## config.mk

```make
export PLATFORM = sky130hd
export DESIGN_NAME = instr_encoder
export DESIGN_NICKNAME = d
export VERILOG_FILES = /design/src/rtl/instr_encoder.sv
export SDC_FILE = /design/constraint.sdc
export NUM_CORES = 1
export LEC_CHECK = 0
export BUFFER_PORTS_ARGS = -buffer_cell sky130_fd_sc_hd__buf_2
export CAP_MARGIN = 20
export CORE_UTILIZATION = 50
export DETAILED_ROUTE_END_ITERATION = 6
export PLACE_DENSITY = 0.83
export SYNTH_ARGS = -nofsm -noshare
export SYNTH_HDL_FRONTEND = slang
export SYNTH_SLANG_ARGS = --single-unit
```

## constraint.sdc

```tcl
create_clock -name clk -period 6.51 [get_ports clk]
set_input_delay 0.651 -clock clk [delete_from_list [all_inputs] [get_ports clk]]
set_output_delay 0.651 -clock clk [all_outputs]
set_load 0.02 [all_outputs]
```

## src/rtl/instr_encoder.sv

```systemverilog
// Mnemonic-driven RV32I instruction assembler that streams encoded words into
// instruction memory at an auto-incrementing word address.
module instr_encoder #(
  parameter int DEPTH  = 64,
  parameter int ADDR_W = 8,
  localparam int CNT_W = $clog2(DEPTH + 1)
) (
  input  logic              clk,
  input  logic              rst,
  input  logic              in_valid,
  output logic              in_ready,
  input  logic [4:0]        op_sel,
  input  logic [4:0]        rd,
  input  logic [4:0]        rs1,
  input  logic [4:0]        rs2,
  input  logic [31:0]       imm,
  input  logic              ptr_clr,
  output logic              mem_we,
  output logic [ADDR_W-1:0] mem_addr,
  output logic [31:0]       mem_wdata,
  output logic              err_pulse,
  output logic              err_flag,
  output logic [CNT_W-1:0]  count,
  output logic              full
);

  typedef enum logic [1:0] {IDLE, ENCODE, WRITE, FULL} state_t;
  typedef enum logic [2:0] {FMT_R, FMT_I, FMT_S, FMT_B, FMT_U, FMT_J, FMT_BAD} fmt_t;

  state_t           state, next_state;
  fmt_t             fmt;
  logic [4:0]       op_q, rd_q, rs1_q, rs2_q;
  logic [31:0]      imm_q;
  logic [2:0]       f3;
  logic [6:0]       f7, opc;
  logic [31:0]      word;
  logic             legal;
  logic [CNT_W-1:0] count_inc;
  logic             i_ok, b_ok, j_ok;

  assign count_inc = count + 1'b1;
  assign full      = (count == CNT_W'(DEPTH));

  // Range checks: the upper bits must be a pure sign extension of the field.
  assign i_ok = (&imm_q[31:11]) | ~(|imm_q[31:11]);
  assign b_ok = ((&imm_q[31:12]) | ~(|imm_q[31:12])) & ~imm_q[0];
  assign j_ok = ((&imm_q[31:20]) | ~(|imm_q[31:20])) & ~imm_q[0];

  always_ff @(posedge clk) begin
    if (rst) state <= IDLE;
    else     state <= next_state;
  end

  always_comb begin
    next_state = state;
    case (state)
      IDLE:    if (in_valid && in_ready) next_state = ENCODE;
      ENCODE:  next_state = legal ? WRITE : IDLE;
      WRITE:   next_state = (count_inc == CNT_W'(DEPTH)) ? FULL : IDLE;
      FULL:    next_state = FULL;
      default: next_state = IDLE;
    endcase
    if (ptr_clr) next_state = IDLE;
  end

  always_comb begin
    in_ready  = (state == IDLE) && !full;
    mem_we    = (state == WRITE) && !rst;
    err_pulse = (state == ENCODE) && !legal && !rst;
  end

  always_comb begin
    fmt = FMT_BAD;
    f3  = 3'b000;
    f7  = 7'b0000000;
    opc = 7'b0000000;
    case (op_q)
      5'd0:  begin fmt = FMT_R; opc = 7'b0110011; f3 = 3'b000; end
      5'd1:  begin fmt = FMT_R; opc = 7'b0110011; f3 = 3'b000; f7 = 7'b0100000; end
      5'd2:  begin fmt = FMT_R; opc = 7'b0110011; f3 = 3'b111; end
      5'd3:  begin fmt = FMT_R; opc = 7'b0110011; f3 = 3'b110; end
      5'd4:  begin fmt = FMT_R; opc = 7'b0110011; f3 = 3'b010; end
      5'd5:  begin fmt = FMT_R; opc = 7'b0110011; f3 = 3'b011; end
      5'd6:  begin fmt = FMT_I; opc = 7'b0010011; f3 = 3'b000; end
      5'd7:  begin fmt = FMT_I; opc = 7'b0010011; f3 = 3'b100; end
      5'd8:  begin fmt = FMT_I; opc = 7'b0010011; f3 = 3'b110; end
      5'd9:  begin fmt = FMT_I; opc = 7'b0010011; f3 = 3'b010; end
      5'd10: begin fmt = FMT_I; opc = 7'b0010011; f3 = 3'b011; end
      5'd11: begin fmt = FMT_I; opc = 7'b0000011; f3 = 3'b010; end
      5'd12: begin fmt = FMT_S; opc = 7'b0100011; f3 = 3'b010; end
      5'd13: begin fmt = FMT_B; opc = 7'b1100011; f3 = 3'b000; end
      5'd14: begin fmt = FMT_B; opc = 7'b1100011; f3 = 3'b001; end
      5'd15: begin fmt = FMT_B; opc = 7'b1100011; f3 = 3'b100; end
      5'd16: begin fmt = FMT_B; opc = 7'b1100011; f3 = 3'b101; end
      5'd17: begin fmt = FMT_U; opc = 7'b0110111; end
      5'd18: begin fmt = FMT_J; opc = 7'b1101111; end
      5'd19: begin fmt = FMT_I; opc = 7'b1100111; f3 = 3'b000; end
      default: fmt = FMT_BAD;
    endcase
  end

  always_comb begin
    word  = '0;
    legal = 1'b0;
    case (fmt)
      FMT_R: begin word = {f7, rs2_q, rs1_q, f3, rd_q, opc}; legal = 1'b1; end
      FMT_I: begin word = {imm_q[11:0], rs1_q, f3, rd_q, opc}; legal = i_ok; end
      FMT_S: begin word = {imm_q[11:5], rs2_q, rs1_q, f3, imm_q[4:0], opc}; legal = i_ok; end
      FMT_B: begin
        word  = {imm_q[12], imm_q[10:5], rs2_q, rs1_q, f3, imm_q[4:1], imm_q[11], opc};
        legal = b_ok;
      end
      FMT_U: begin word = {imm_q[31:12], rd_q, opc}; legal = (imm_q[11:0] == 12'd0); end
      FMT_J: begin
        word  = {imm_q[20], imm_q[10:1], imm_q[11], imm_q[19:12], rd_q, opc};
        legal = j_ok;
      end
      default: begin word = '0; legal = 1'b0; end
    endcase
  end

  // ptr_clr is applied last so it overrides the WRITE-state pointer update.
  always_ff @(posedge clk) begin
    if (rst) begin
      op_q      <= '0;
      rd_q      <= '0;
      rs1_q     <= '0;
      rs2_q     <= '0;
      imm_q     <= '0;
      mem_addr  <= '0;
      mem_wdata <= '0;
      err_flag  <= 1'b0;
      count     <= '0;
    end else begin
      if (state == IDLE && in_valid && in_ready) begin
        op_q  <= op_sel;
        rd_q  <= rd;
        rs1_q <= rs1;
        rs2_q <= rs2;
        imm_q <= imm;
      end
      if (state == ENCODE && legal)  mem_wdata <= word;
      if (state == ENCODE && !legal) err_flag  <= 1'b1;
      if (state == WRITE) begin
        count    <= count_inc;
        mem_addr <= mem_addr + ADDR_W'(4);
      end
      if (ptr_clr) begin
        count    <= '0;
        mem_addr <= '0;
        err_flag <= 1'b0;
      end
    end
  end

endmodule

```

* Word-level counts from Yosys, hierarchy flattened
Index checks and enable logic that the tools add are counted. W data, S select, Z words.
Cells by class: mux-type cells 10, $add $sub $neg 2, reductions and logical operators 31, equal/unequal tests 30, bitwise operators 9
Operator list (number):
- $pmux W32 S6 | 1
- $pmux W7 S8 | 1
- $eq A5 B4 Y1 const B | 8
- $pmux W3 S7 | 1
- $reduce_and A21 Y1 | 1
- $reduce_or A21 Y1 | 1
- $eq A5 B3 Y1 const B | 4
- $eq A5 B5 Y1 const B | 4
- $reduce_and A20 Y1 | 1
- $reduce_or A20 Y1 | 1
- $pmux W3 S6 | 1
- $eq A7 B7 Y1 const B | 2
- $logic_not A12 Y1 | 1
- $reduce_and A12 Y1 | 1
- $reduce_or A12 Y1 | 1
- $eq A5 B2 Y1 const B | 2
- $reduce_or A2 Y1 | 5
- $add A8 B3 Y8 const B | 1
- $logic_and A1 B1 Y1 | 8
- $pmux W2 S4 | 1
- $reduce_or A4 Y1 | 2
- $add A7 B1 Y7 const B | 1
- $reduce_or A7 Y1 | 1
- $eq A3 B2 Y1 const B | 2
- other kinds (18) | 30
Storage, ports and cells: logic and storage cells 92, input port bits 56, output and inout port bits 52, register bits 102

* Depth between registers and ports, before layout
Gate-level depths: netlist (run 1).
depth after elaboration 9, mapped depth 10, depth with buffers taken out 8

* Worst setup path after synthesis (run 1)
No wires, ideal clock.
path kind flip-flop to flip-flop, start reg count[0], end reg imm_q[2], arrival time 2.614 ns, required time 6.378 ns, setup time 0.132 ns, cell stages (with the launch flop) 11, period minus slack after synthesis 2.746 ns, setup slack 3.764 ns, cells stage by stage dfxtp_1 > inv_1 > ha_1 > nand2_1 > nor4b_1 > nor3_1 > and2_1 > clkbuf_1 > clkbuf_1 > nand2_1 > a21oi_1
On the way: word-level cells in the longest chain between the ends 4
Ends and longest elaborated chain:
- start: declaration | line 23 | output logic [CNT_W-1:0] count,
- start signal: assignment | line 145 | count <= count_inc;
- $eq A7 B7 Y1 | line 42 | assign full = (count == CNT_W'(DEPTH));
- named net full | line 24 | output logic full
- $logic_not A1 Y1 | line 67 | in_ready = (state == IDLE) && !full;
- $logic_and A1 B1 Y1 | line 67
- named net in_ready | line 11 | output logic in_ready,
- $logic_and A1 B1 Y1 | line 135 | if (state == IDLE && in_valid && in_ready) begin
- end signal: assignment | line 140 | imm_q <= imm;
- end: declaration | line 33 | logic [31:0] imm_q;
The timed path passes the listed nets, and every way through them passes these cells. A chain may end at the register's enable or synchronous reset.

* Worst setup path after layout (run 1)
start reg op_q[4], end out err_pulse
On the way: word-level cells in the longest chain between the ends 9, elaborated cells between the ends (all ways) 35
Ends and longest elaborated chain:
- start: declaration | line 32 | logic [4:0] op_q, rd_q, rs1_q, rs2_q;
- start signal: assignment | line 136 | op_q <= op_sel;
- $eq A5 B5 Y1, or another cell as far along | line 77 | case (op_q)
- $reduce_or A7 Y1 (no line), or another cell as far along
- $pmux W3 S6 (*) | line 77
- $eq A3 B2 Y1 / $eq A3 B1 Y1 (equally long branches) | line 105 | case (fmt)
- $reduce_or A2 Y1 (no line)
- $pmux W1 S5 (*) | line 105
- $logic_not A1 Y1 (*) | line 69 | err_pulse = (state == ENCODE) && !legal && !rst;
- $logic_and A1 B1 Y1 (*) (2 in a row) | line 69
- end: declaration | line 21 | output logic err_pulse,
Every way passes the cells marked *; elsewhere a longest branch is shown, timed or not.

==> run summary, run 1 <==
Seq cells post-synth: 99
Antenna-violating nets left: 0
Worst-Margin Slew: 0.894 ns
FF-to-FF path depth: 6
Hold Path Depth: 2
Area share of and/or/nand/nor cells after synthesis: 24.2%
Synth cell types: 57
Nets: 742
First-pass GRT wire length: 20.9 mm
Setup TNS: 0 ns
Hold slack: 0.458 ns
CTS Hold Buffers Added: 0
Post-cts sizing count: 0
P_leak: 2.22 nW
Initial antenna violation count: 0
Outcome: finished clean
Worst path arrival time: 2.98 ns
Worst path slowest cell: dfxtp_1
CP cell instances: or3b_1 -> o22a_1 -> or2_2 -> o221ai_1 -> nor3_1 -> buf_2
TritonCTS Buffers: 9
Input/output buffers: 105
Sequential fraction of the synthesis area: 42.3%
Largest family of logic cells by synthesized area: simple AND/OR/NAND/NOR gates
Vias in the first global route: 4177
Core area: 0.00889 sq mm
DR vias/cell: 5.80
Clock Latency Late Sink: 0.37 ns
CTS tree: built
Switch Pwr: 367 uW
Switching fraction of total power: 28.5%
CP Class: reg2out
Initial DRC count: 297
Async set-reset flop share out of synthesis: 0%
Internal Pwr Total: 919 uW
Clk_skew: 0.00858 ns
Hold Fails Final Rpt: 0
Die area: 0.00977 sq mm
Post-Syn Area: 0.00469 sq mm
Worst setup SP type: register
Rows: 34
Synth area leaders: dfxtp_1, nand2_1, a21oi_1, a211oi_1, nor2_1
Yosys top cell area share: 42.3%
Commonest non-fill, non-tap cell in the layout: nand2_1
Multiplexer share of the synthesized area: 0.774%
Gpl congestion: 0.910
Combinational Power Share: 13.6%
DRC violation count after routing: 0
Highest clock rate: 275 MHz
Die height: 98.8 um
Share of total power in the clock network: 34.4%
Max IR drop VDD: 0.132 mV
Initial Util: 52.7%
Longest Clk Path Bufs: 2
Syn Inst Count: 609
Leading area contributor after synthesis: dfxtp_1
RSZ-0062 raised after global routing: no
Syn. warnings: 0
Fraction of the mapped netlist area in adder cells: 1.07%
Via count: 4611
Clock transition at path regs: 0.10 ns
CP Capture Type: primary output
Total gr overflow: 0
HPWL after DPL: 8.97 mm
Power density cells: 239 mW/mm^2
Total inserted antenna cells: 0
Final cell count without fillers: 795
EDFF count, synth: 0
Final core occ: 60.5%
Most frequent cells in the layout: nand2_1, buf_2, dfxtp_1
Top Ports: 108
MaxCap Viol Count: 0
Wire per inst: 15.8 um
Placed Instances: 779
Ratio of cells with drive above 1 in the final layout: 19.9%
GRT Total Usage: 26.6%
Post-synth top flop: dfxtp_1
Average footprint of a synthesized cell: 7.70 sq um
Fin crit share: 55.8%
Min cycle time layout: 3.63 ns
Final wirelength: 12.5 mm
Root Buffer: clkbuf_8
Filler cells: 843
Sequential power share: 52.0%
# clock sinks: 99
Max-slew headroom: 40.4%
Slowest stage delay, CP: 0.72 ns
Worst hold path type: reg2reg
Pre-Repair DR Iteration Count: 5
Largest net degree at the start of global routing: 88
Worst EP required: 5.86 ns
Post-CTS setup buffers: 0
Compound-gate portion of the synthesized area: 22.6%
Synth Area in XOR/XNOR: 1.68%
Worst-path maximum fanout: 21
Area Growth Syn to Fin: 14.7%
H-tree levels: 3
Final setup violating endpoints: 0
Die Wd: 98.8 um
Pins Over Slew Limit: 0
==> worst max-delay path, delay by kind of cell, from the launching register on <==
kind / cells / cell delay [ns]
simple gates: 3 / 0.96
compound gates: 2 / 0.72
buf+inv: 1 / 0.20
flops: 1 / 0.72
==> flip-flops by register name (all words and copies together), names as in the netlist <==
register and flops:
imm_q 32, state 2, count 7, op_q 5
mem_addr 6, mem_wdata 31, err_flag 1, rs2_q 5
rd_q 5, rs1_q 5
==> power groups by stage <==
stage,clock network (mW),registers [mW],logic [mW]
6_report,0.442,0.669,0.175
5_1_grt,0.473,0.673,0.195
4_1_cts,0.447,0.667,0.175
3_5_place_dp,0,0.681,0.174
3_3_place_gp,0,0.679,0.172
2_1_floorplan,0,0.678,0.119
==> cells in the mapped netlist, types with 9 or more instances <==
cell type / instances
nand2_1: 127
dfxtp_1: 99
a21oi_1: 73
nor2_1: 42
clkbuf_1: 38
inv_1: 33
a211oi_1: 24
o21ai_0: 17
nor3_1: 16
a221o_1: 13
nand4_1: 13
nand2b_1: 9
==> final timing paths <==
| kind | endpoint | start | slack (ns) |
|---|---|---|---|
| max | err_pulse | op_q[4]$_SDFFE_PP0P_ | 2.88 |
| min | mem_wdata[18]$_SDFFE_PP0P_ | mem_wdata[18]$_SDFFE_PP0P_ | 0.46 |
| min reg2reg | mem_wdata[18]$_SDFFE_PP0P_ | mem_wdata[18]$_SDFFE_PP0P_ | 0.46 |
| max reg2reg | mem_wdata[29]$_SDFFE_PP0P_ | op_q[4]$_SDFFE_PP0P_ | 3.65 |
==> layer usage <==
| layer | vias up | GRT usage [%] | routed length [um] |
|---|---|---|---|
| met5 | - | 0 | 0 |
| met4 | 0 | 9.64 | 235 |
| met3 | 23 | 5.25 | 913 |
| met2 | 184 | 41.2 | 5730 |
| met1 | 2145 | 36.8 | 5650 |
| li1 | 2259 | - | - |
==> area by class of cell <==
cell class | count | area, sq um | share of cell area, %
inverters | 33 | 124 | 2.30
multi-input cells | 431 | 2370 | 44.0
clock inverters | 7 | 101 | 1.88
clock buffers | 9 | 124 | 2.30
repair buffers | 108 | 548 | 10.2
well taps | 108 | 135 | 2.51
flip-flops and latches | 99 | 1980 | 36.8
==> kinds of logic after synthesis <==
group           Yosys count
mux                       3
xor+xnor                  9
compound gates          164
other cells               1
simple gates            249
fa+ha+maj                 4
buf+inv                  80
flops                    99
==> through the flow <==
step                power [mW]  worst slack, ns  cell area, sq um
floorplan                0.797             3.76              4690
global placement         0.851             3.38              5150
detailed placement       0.855             3.33              5150
CTS                       1.29             2.91              5380
global route              1.34             2.74              5380
finish                    1.29             2.88              5380
Power figures use the tool's default switching activity.
==> inputs of run 2 (changes only) <==
--- a/config.mk
+++ b/config.mk
@@ -5,11 +5,12 @@
 export SDC_FILE = /design/constraint.sdc
 export NUM_CORES = 1
 export LEC_CHECK = 0
+export ABC_AREA = 1
 export BUFFER_PORTS_ARGS = -buffer_cell sky130_fd_sc_hd__buf_2
 export CAP_MARGIN = 20
-export CORE_UTILIZATION = 50
+export CORE_UTILIZATION = 49
 export DETAILED_ROUTE_END_ITERATION = 6
-export PLACE_DENSITY = 0.83
+export PLACE_DENSITY = 0.84
 export SYNTH_ARGS = -nofsm -noshare
 export SYNTH_HDL_FRONTEND = slang
 export SYNTH_SLANG_ARGS = --single-unit
==> constraint.sdc (replaced) <==
create_clock -name clk -period 3.3 [get_ports clk]
set_input_delay 0.33 -clock clk [delete_from_list [all_inputs] [get_ports clk]]
set_output_delay 0.33 -clock clk [all_outputs]
set_load 0.02 [all_outputs]
==> run summary, run 2 <==
Worst hold path endpoint: rs1_q[3]$_SDFFE_PP0P_
Clock Latency Late Sink: 0.36 ns (about the same)
FF-to-FF path depth: 13 (+7)
Post-cts sizing count: 0 (unchanged)
Top-count cell post-synth: nor2_1
Leading area contributor after synthesis: dfxtp_1
Final Power: 2.61 mW (+100%)
Worst hold path type: in2reg
# clock sinks: 99 (unchanged)
Clock transition at path regs: 0.09 ns (about the same)
Total inserted antenna cells: 0 (unchanged)
Area share of and/or/nand/nor cells after synthesis: 27.6% (+3.5 points)
Gpl congestion: 0.947 (+4.1%)
Pre-Repair DR Iteration Count: 7 (+2)
Switching fraction of total power: 29.5% (+0.93 points)
Internal Pwr Total: 1.84 mW (+100%)
DR vias/cell: 5.31 (-8.4%)
Initial antenna violation count: 0 (unchanged)
Initial DRC count: 451 (+52%)
CP Class: reg2out
Synth area leaders: dfxtp_1, nor2_1, a21oi_1, nand2_1, o21ai_0
EDFF count, synth: 0 (unchanged)
CP Capture Type: primary output
Input/output buffers: 105 (unchanged)
Syn Inst Count: 729 (+20%)
Max IR drop VDD: 0.280 mV (+110%)
Synth Area in XOR/XNOR: 0.715% (-0.97 points)
Final cell count without fillers: 950 (+19%)
Sequential fraction of the synthesis area: 40.4% (-1.8 points)
Most frequent cells in the layout: nor2_1, nand2_1, buf_2
Worst-path maximum fanout: 13 (-38%)
Worst-Margin Slew: 0.748 ns (-0.146 ns)
Via count: 5046 (+9.4%)
Final setup violating endpoints: 0 (unchanged)
Combinational Power Share: 16.6% (+3.0 points)
Sequential power share: 50.5% (-1.5 points)
CTS tree: built
Share of total power in the clock network: 33.0% (-1.4 points)
Highest clock rate: 371 MHz
TritonCTS Buffers: 9 (unchanged)
Hold slack: 0.238 ns (-0.220 ns)
Worst Min Path Start: rs1[3]
Average footprint of a synthesized cell: 6.72 sq um (-13%)
Yosys top cell area share: 40.4% (-1.8 points)
Largest family of logic cells by synthesized area: simple AND/OR/NAND/NOR gates
Min cycle time layout: 2.70 ns
Synth cell types: 36 (-37%)
Worst path arrival time: 2.37 ns (-0.61 ns)
Multiplexer share of the synthesized area: 0% (-0.77 points)
Switch Pwr: 769 uW (+110%)
Top Ports: 108 (unchanged)
Root Buffer: clkbuf_8
Filler cells: 989 (+17%)
Pins Over Slew Limit: 0 (unchanged)
GRT Total Usage: 24.8% (-1.8 points)
Worst setup SP type: register
MaxCap Viol Count: 0 (unchanged)
P_leak: 2.53 nW (+14%)
Area Growth Syn to Fin: 16.2%
Power density cells: 458 mW/mm^2 (+92%)
Largest register FFs: 32 (unchanged)
Ratio of cells with drive above 1 in the final layout: 17.9% (-2.1 points)
RSZ-0062 raised after global routing: no
Die area: 0.0104 sq mm (+6.5%)
Regs by FF count: imm_q: 32 flops, mem_wdata: 31 flops, count: 7 flops
DRC violation count after routing: 1 (+1)
Initial Util: 50.4% (-2.4 points)
Post-synth top flop: dfxtp_1
Clk_skew: 0.0107 ns (+0.00210 ns)
Final wirelength: 12.7 mm (+1.3%)
CTS Hold Buffers Added: 0 (unchanged)
Outcome: finished, violations left
Syn. warnings: 0 (unchanged)
RR Startpoint: op_q[2]$_SDFFE_PP0P_
Fraction of the mapped netlist area in adder cells: 1.02% (-0.046 points)
Total gr overflow: 0 (unchanged)
Failing checks: DRC
Seq cells post-synth: 99 (unchanged)
Core area: 0.00973 sq mm (+9.4%)
Nets: 872 (+18%)
Async set-reset flop share out of synthesis: 0% (unchanged)
Largest reg by FF count: imm_q
Wire per inst: 13.4 um (-15%)
Antenna-violating nets left: 0 (unchanged)
Max-slew headroom: 50.1% (+9.7 points)
Setup TNS: 0 ns (unchanged)
Largest net degree at the start of global routing: 93 (+5.7%)
Die Wd: 102 um (+3.2%)
HPWL after DPL: 9.34 mm (+4.1%)
Most instantiated cells after synthesis: nor2_1, nand2_1, dfxtp_1
Rows: 36 (+5.9%)
Worst EP required: 2.97 ns (-2.89 ns)
R2r setup slk: 0.81 ns (-2.84 ns)
Post-CTS setup buffers: 0 (unchanged)
First-pass GRT wire length: 20.1 mm (-3.6%)
Hold Fails Final Rpt: 0 (unchanged)
Fin crit share: 81.7%
R2R Path End: mem_wdata[17]$_SDFFE_PP0P_
Vias in the first global route: 4236 (+1.4%)
Compound-gate portion of the synthesized area: 20.8% (-1.8 points)
Placed Instances: 934 (+20%)
Longest Clk Path Bufs: 2 (unchanged)
Hold Path Depth: 3 (+1)
Commonest non-fill, non-tap cell in the layout: nor2_1
Post-Syn Area: 0.00490 sq mm (+4.5%)
Die height: 102 um (+3.2%)
H-tree levels: 3 (unchanged)
## run 2: power groups by stage
stage	sequential [mW]	combinational [mW]	clock (mW)
3_3_place_gp	1.34	0.423	0
4_1_cts	1.31	0.426	0.876
5_1_grt	1.32	0.481	0.933
6_report	1.32	0.432	0.860
2_1_floorplan	1.35	0.284	0
3_5_place_dp	1.34	0.425	0
## run 2: cells by family (layout without fill, tap and decap cells)
group / Yosys count / count (layout)
compound gates: 189 / 189
xor+xnor: 4 / 4
fa+ha+maj: 4 / 4
buf+inv: 113 / 200
flops: 99 / 99
other cells: 1 / 2
simple gates: 319 / 319
## run 2: metal layers
metal	routed length (um)	GRT usage (%)	vias to the layer above
met2	5560	37.3	211
met1	6030	36.4	2244
met4	202	9.34	0
li1	-	-	2574
met5	0	0	-
met3	897	2.46	17
## run 2: critical path, stage by stage, from the launching register on
cell and delay (ns):
dfxtp_1 0.35, inv_1 0.16, nand3_1 0.18, inv_2 0.13, nand3_2 0.27, inv_2 0.25, nand2_1 0.08, nand2_1 0.07
nand3_1 0.09, nand4_1 0.19, nor2_1 0.05, buf_2 0.17
## run 2: final cells by class
class,count,area [sq um],share of cell area [%]
clock inverters,7,100,1.76
clock buffers,9,124,2.18
multi-input cells,518,2470,43.4
repair buffers,113,586,10.3
inverters,71,267,4.68
flip-flops and latches,99,1980,34.8
well taps,133,166,2.92
## run 2: worst max path at each step
stage | from | end | slack [ns] | cells after the start
floorplan | count[0]$_SDFFE_PP0N_ | rs1_q[0]$_SDFFE_PP0P_ | 0.95 | 10
global placement | op_q[2]$_SDFFE_PP0P_ | mem_wdata[10]$_SDFFE_PP0P_ | 0.88 | 13
detailed placement | op_q[2]$_SDFFE_PP0P_ | mem_wdata[1]$_SDFFE_PP0P_ | 0.87 | 13
CTS | op_q[2]$_SDFFE_PP0P_ | err_pulse | 0.61 | 11
global route | op_q[2]$_SDFFE_PP0P_ | err_pulse | 0.37 | 11
finish | op_q[2]$_SDFFE_PP0P_ | err_pulse | 0.60 | 11
## run 2: through the flow
stage	worst slack (ns)	instance area, sq um	utilization, %
floorplan	0.953	4900	-
global placement	0.875	5470	56.2
detailed placement	0.871	5470	56.2
CTS	0.614	5690	58.5
global route	0.368	5690	58.5
finish	0.602	5690	58.5
==> inputs of run 3 (changes only) <==
--- a/config.mk
+++ b/config.mk
@@ -5,7 +5,7 @@
 export SDC_FILE = /design/constraint.sdc
 export NUM_CORES = 1
 export LEC_CHECK = 0
-export ABC_AREA = 1
+export ABC_AREA = 0
 export BUFFER_PORTS_ARGS = -buffer_cell sky130_fd_sc_hd__buf_2
 export CAP_MARGIN = 20
 export CORE_UTILIZATION = 49
==> constraint.sdc (replaced) <==
create_clock -name clk -period 2.3 [get_ports clk]
set_input_delay 0.23 -clock clk [delete_from_list [all_inputs] [get_ports clk]]
set_output_delay 0.23 -clock clk [all_outputs]
set_load 0.02 [all_outputs]
==> run summary, run 3 (synthesized netlist as in run 1, its figures left out) <==
Outcome: finished, violations left
Failing checks: setup timing
Antenna-violating nets left: 0 (unchanged)
Highest clock rate: 428 MHz
Total inserted antenna cells: 0 (unchanged)
Die Wd: 99.8 um (-2.1%)
Final core occ: 62.4% (+3.9 points)
Largest net degree at the start of global routing: 54 (-42%)
# clock sinks: 99 (unchanged)
Worst setup SP type: register
Total gr overflow: 0 (unchanged)
First-pass GRT wire length: 21.9 mm (+8.8%)
Worst Min Path Start: imm[20]
Vias in the first global route: 4400 (+3.9%)
Final setup violating endpoints: 3 (+3)
Clk_skew: 0.0125 ns (+0.00187 ns)
Hold Fails Final Rpt: 0 (unchanged)
Worst hold path type: in2reg
P_leak: 2.41 nW (-4.8%)
Largest reg by FF count: imm_q
Initial antenna violation count: 0 (unchanged)
Power density cells: 615 mW/mm^2 (+34%)
Min cycle time layout: 2.34 ns
H-tree levels: 3 (unchanged)
CP Class: reg2reg
HPWL after DPL: 9.88 mm (+5.8%)
Clock transition at path regs: 0.10 ns (about the same)
Final wirelength: 14.0 mm (+11%)
Setup TNS: -0.0674 ns (-0.0674 ns)
Post-route cell area: 0.00576 sq mm (+1.3%)
Worst-path maximum fanout: 8 (-5)
Regs by FF count: imm_q: 32 flops, mem_wdata: 31 flops, count: 7 flops
Cell Area, Placed: 0.00543 sq mm (-0.73%)
DRC violation count after routing: 0 (-1)
DR WL met2: 6.47 mm (+16%)
Largest register FFs: 32 (unchanged)
Worst hold path endpoint: imm_q[20]$_SDFFE_PP0P_
CP Capture Type: register
Met1 WL: 6.39 mm (+6.0%)
Pins Over Slew Limit: 0 (unchanged)
Clock Latency Late Sink: 0.37 ns (about the same)
Most frequent cells in the layout: nand2_1, buf_2, dfxtp_1
Max IR drop VDD: 0.348 mV (+24%)
Top Ports: 108 (unchanged)
Fin crit share: 102%
Die height: 99.8 um (-2.1%)
DR vias/cell: 5.64 (+6.1%)
MaxCap Viol Count: 0 (unchanged)
Longest Clk Path Bufs: 2 (unchanged)
Hold Path Depth: 3 (unchanged)
Met3 routed WL: 917 um (+2.2%)
Wire per inst: 16.5 um (+24%)
Worst path arrival time: 2.60 ns (+0.23 ns)
FF-to-FF path depth: 6 (-7)
Placed Instances: 830 (-11%)
RSZ-0062 raised after global routing: yes
RR Startpoint: imm_q[16]$_SDFFE_PP0P_
Initial DRC count: 367 (-19%)
Root Buffer: clkbuf_8
Commonest non-fill, non-tap cell in the layout: nand2_1
Area Growth Syn to Fin: 22.9%
Post-CTS setup buffers: 0 (unchanged)
Rows: 35 (-2.8%)
Die area: 0.00997 sq mm (-4.2%)
Max-slew headroom: 66.1% (+16 points)
TritonCTS Buffers: 9 (unchanged)
GRT Total Usage: 27.6% (+2.8 points)
Input/output buffers: 105 (unchanged)
Hold slack: 0.0822 ns (-0.156 ns)
Worst EP required: 2.56 ns (-0.41 ns)
R2R Path End: mem_wdata[3]$_SDFFE_PP0P_
CTS Hold Buffers Added: 0 (unchanged)
Worst-Margin Slew: 0.508 ns (-0.240 ns)
Filler cells: 850 (-14%)
CTS tree: built
Core area: 0.00924 sq mm (-5.0%)
Via count: 4781 (-5.3%)
R2r setup slk: -0.04 ns (-0.85 ns)
DR top layer: met4
Initial Util: 50.8% (+0.38 points)
Gpl congestion: 0.942 (-0.59%)
Nets: 775 (-11%)
Ratio of cells with drive above 1 in the final layout: 26.6% (+8.7 points)
Pre-Repair DR Iteration Count: 7 (unchanged)
Final cell count without fillers: 848 (-11%)
PnR worst setup slack: -0.0369 ns (-0.639 ns)
[run 3: changes by cell type in the layout (fill, tap and decap cells not counted), sizes merged, moves of 6 or more]
cell	previous run	this run
nor2	120	42
o21ai	81	17
nand3	65	7
inv	73	36
buf	113	138
a211oi	2	24
nand2	108	127
a221o	0	14
o21a	10	0
nand2b	0	9
nor3	8	17
a21oi	81	73
or3	0	6
[run 3: cell type report]
class,count,area [sq um],share of cell area (%)
clock buffers,9,124,2.15
inverters,33,124,2.15
clock inverters,6,57.6,0.998
well taps,129,161,2.80
flip-flops and latches,99,1990,34.5
multi-input cells,434,2510,43.5
repair buffers,138,803,13.9
[run 3: report_power, final]
| group | switching (mW) | internal (mW) | total, mW |
|---|---|---|---|
| Sequential | 0.0751 | 1.80 | 1.87 |
| Combinational | 0.373 | 0.241 | 0.614 |
| Clock | 0.645 | 0.412 | 1.06 |
| Total | 1.09 | 2.45 | 3.54 |
[run 3: how the worst max path moves through the flow]
stage	from	to	slack (ns)	depth (start not counted)
final	imm_q[16]$_SDFFE_PP0P_	mem_wdata[3]$_SDFFE_PP0P_	-0.04	6
after CTS	op_q[2]$_SDFFE_PP0P_	err_pulse	-0.02	7
after global placement	imm_q[16]$_SDFFE_PP0P_	mem_wdata[3]$_SDFFE_PP0P_	0.03	6
after global routing	imm_q[17]$_SDFFE_PP0P_	err_pulse	-0.10	6
after detailed placement	imm_q[16]$_SDFFE_PP0P_	mem_wdata[31]$_SDFFE_PP0P_	0.004	6
after floorplan	count[0]$_SDFFE_PP0N_	imm_q[2]$_SDFFE_PP0P_	0.007	10
[run 3: critical path, stage by stage, from the launching register on]
cell and delay [ns]:
dfxtp_1 0.32, or4_4 0.58, nor3_4 0.21, a32oi_2 0.12, or3_4 0.46, and2_4 0.24, mux2_4 0.30
[run 3: through the flow]
stage,setup slack [ns],power [mW]
2_1_floorplan,0.00740,2.26
4_1_cts,-0.0187,3.52
3_5_place_dp,0.00404,2.47
5_1_grt,-0.105,3.71
6_report,-0.0369,3.54
3_3_place_gp,0.0278,2.46
[run 3: layer usage]
| metal | vias to the layer above | global-route usage (%) |
|---|---|---|
| li1 | 2328 | - |
| met1 | 2231 | 39.4 |
| met2 | 199 | 43.2 |
| met3 | 23 | 3.76 |
| met4 | 0 | 8.71 |
| met5 | - | 0 |
[run 3: timing repair]
action                                  in CTS  in global routing
resized for setup                           12                 20
pin swaps                                    3                  5
cloned                                       1                  2
endpoints found under the setup margin       2                 25
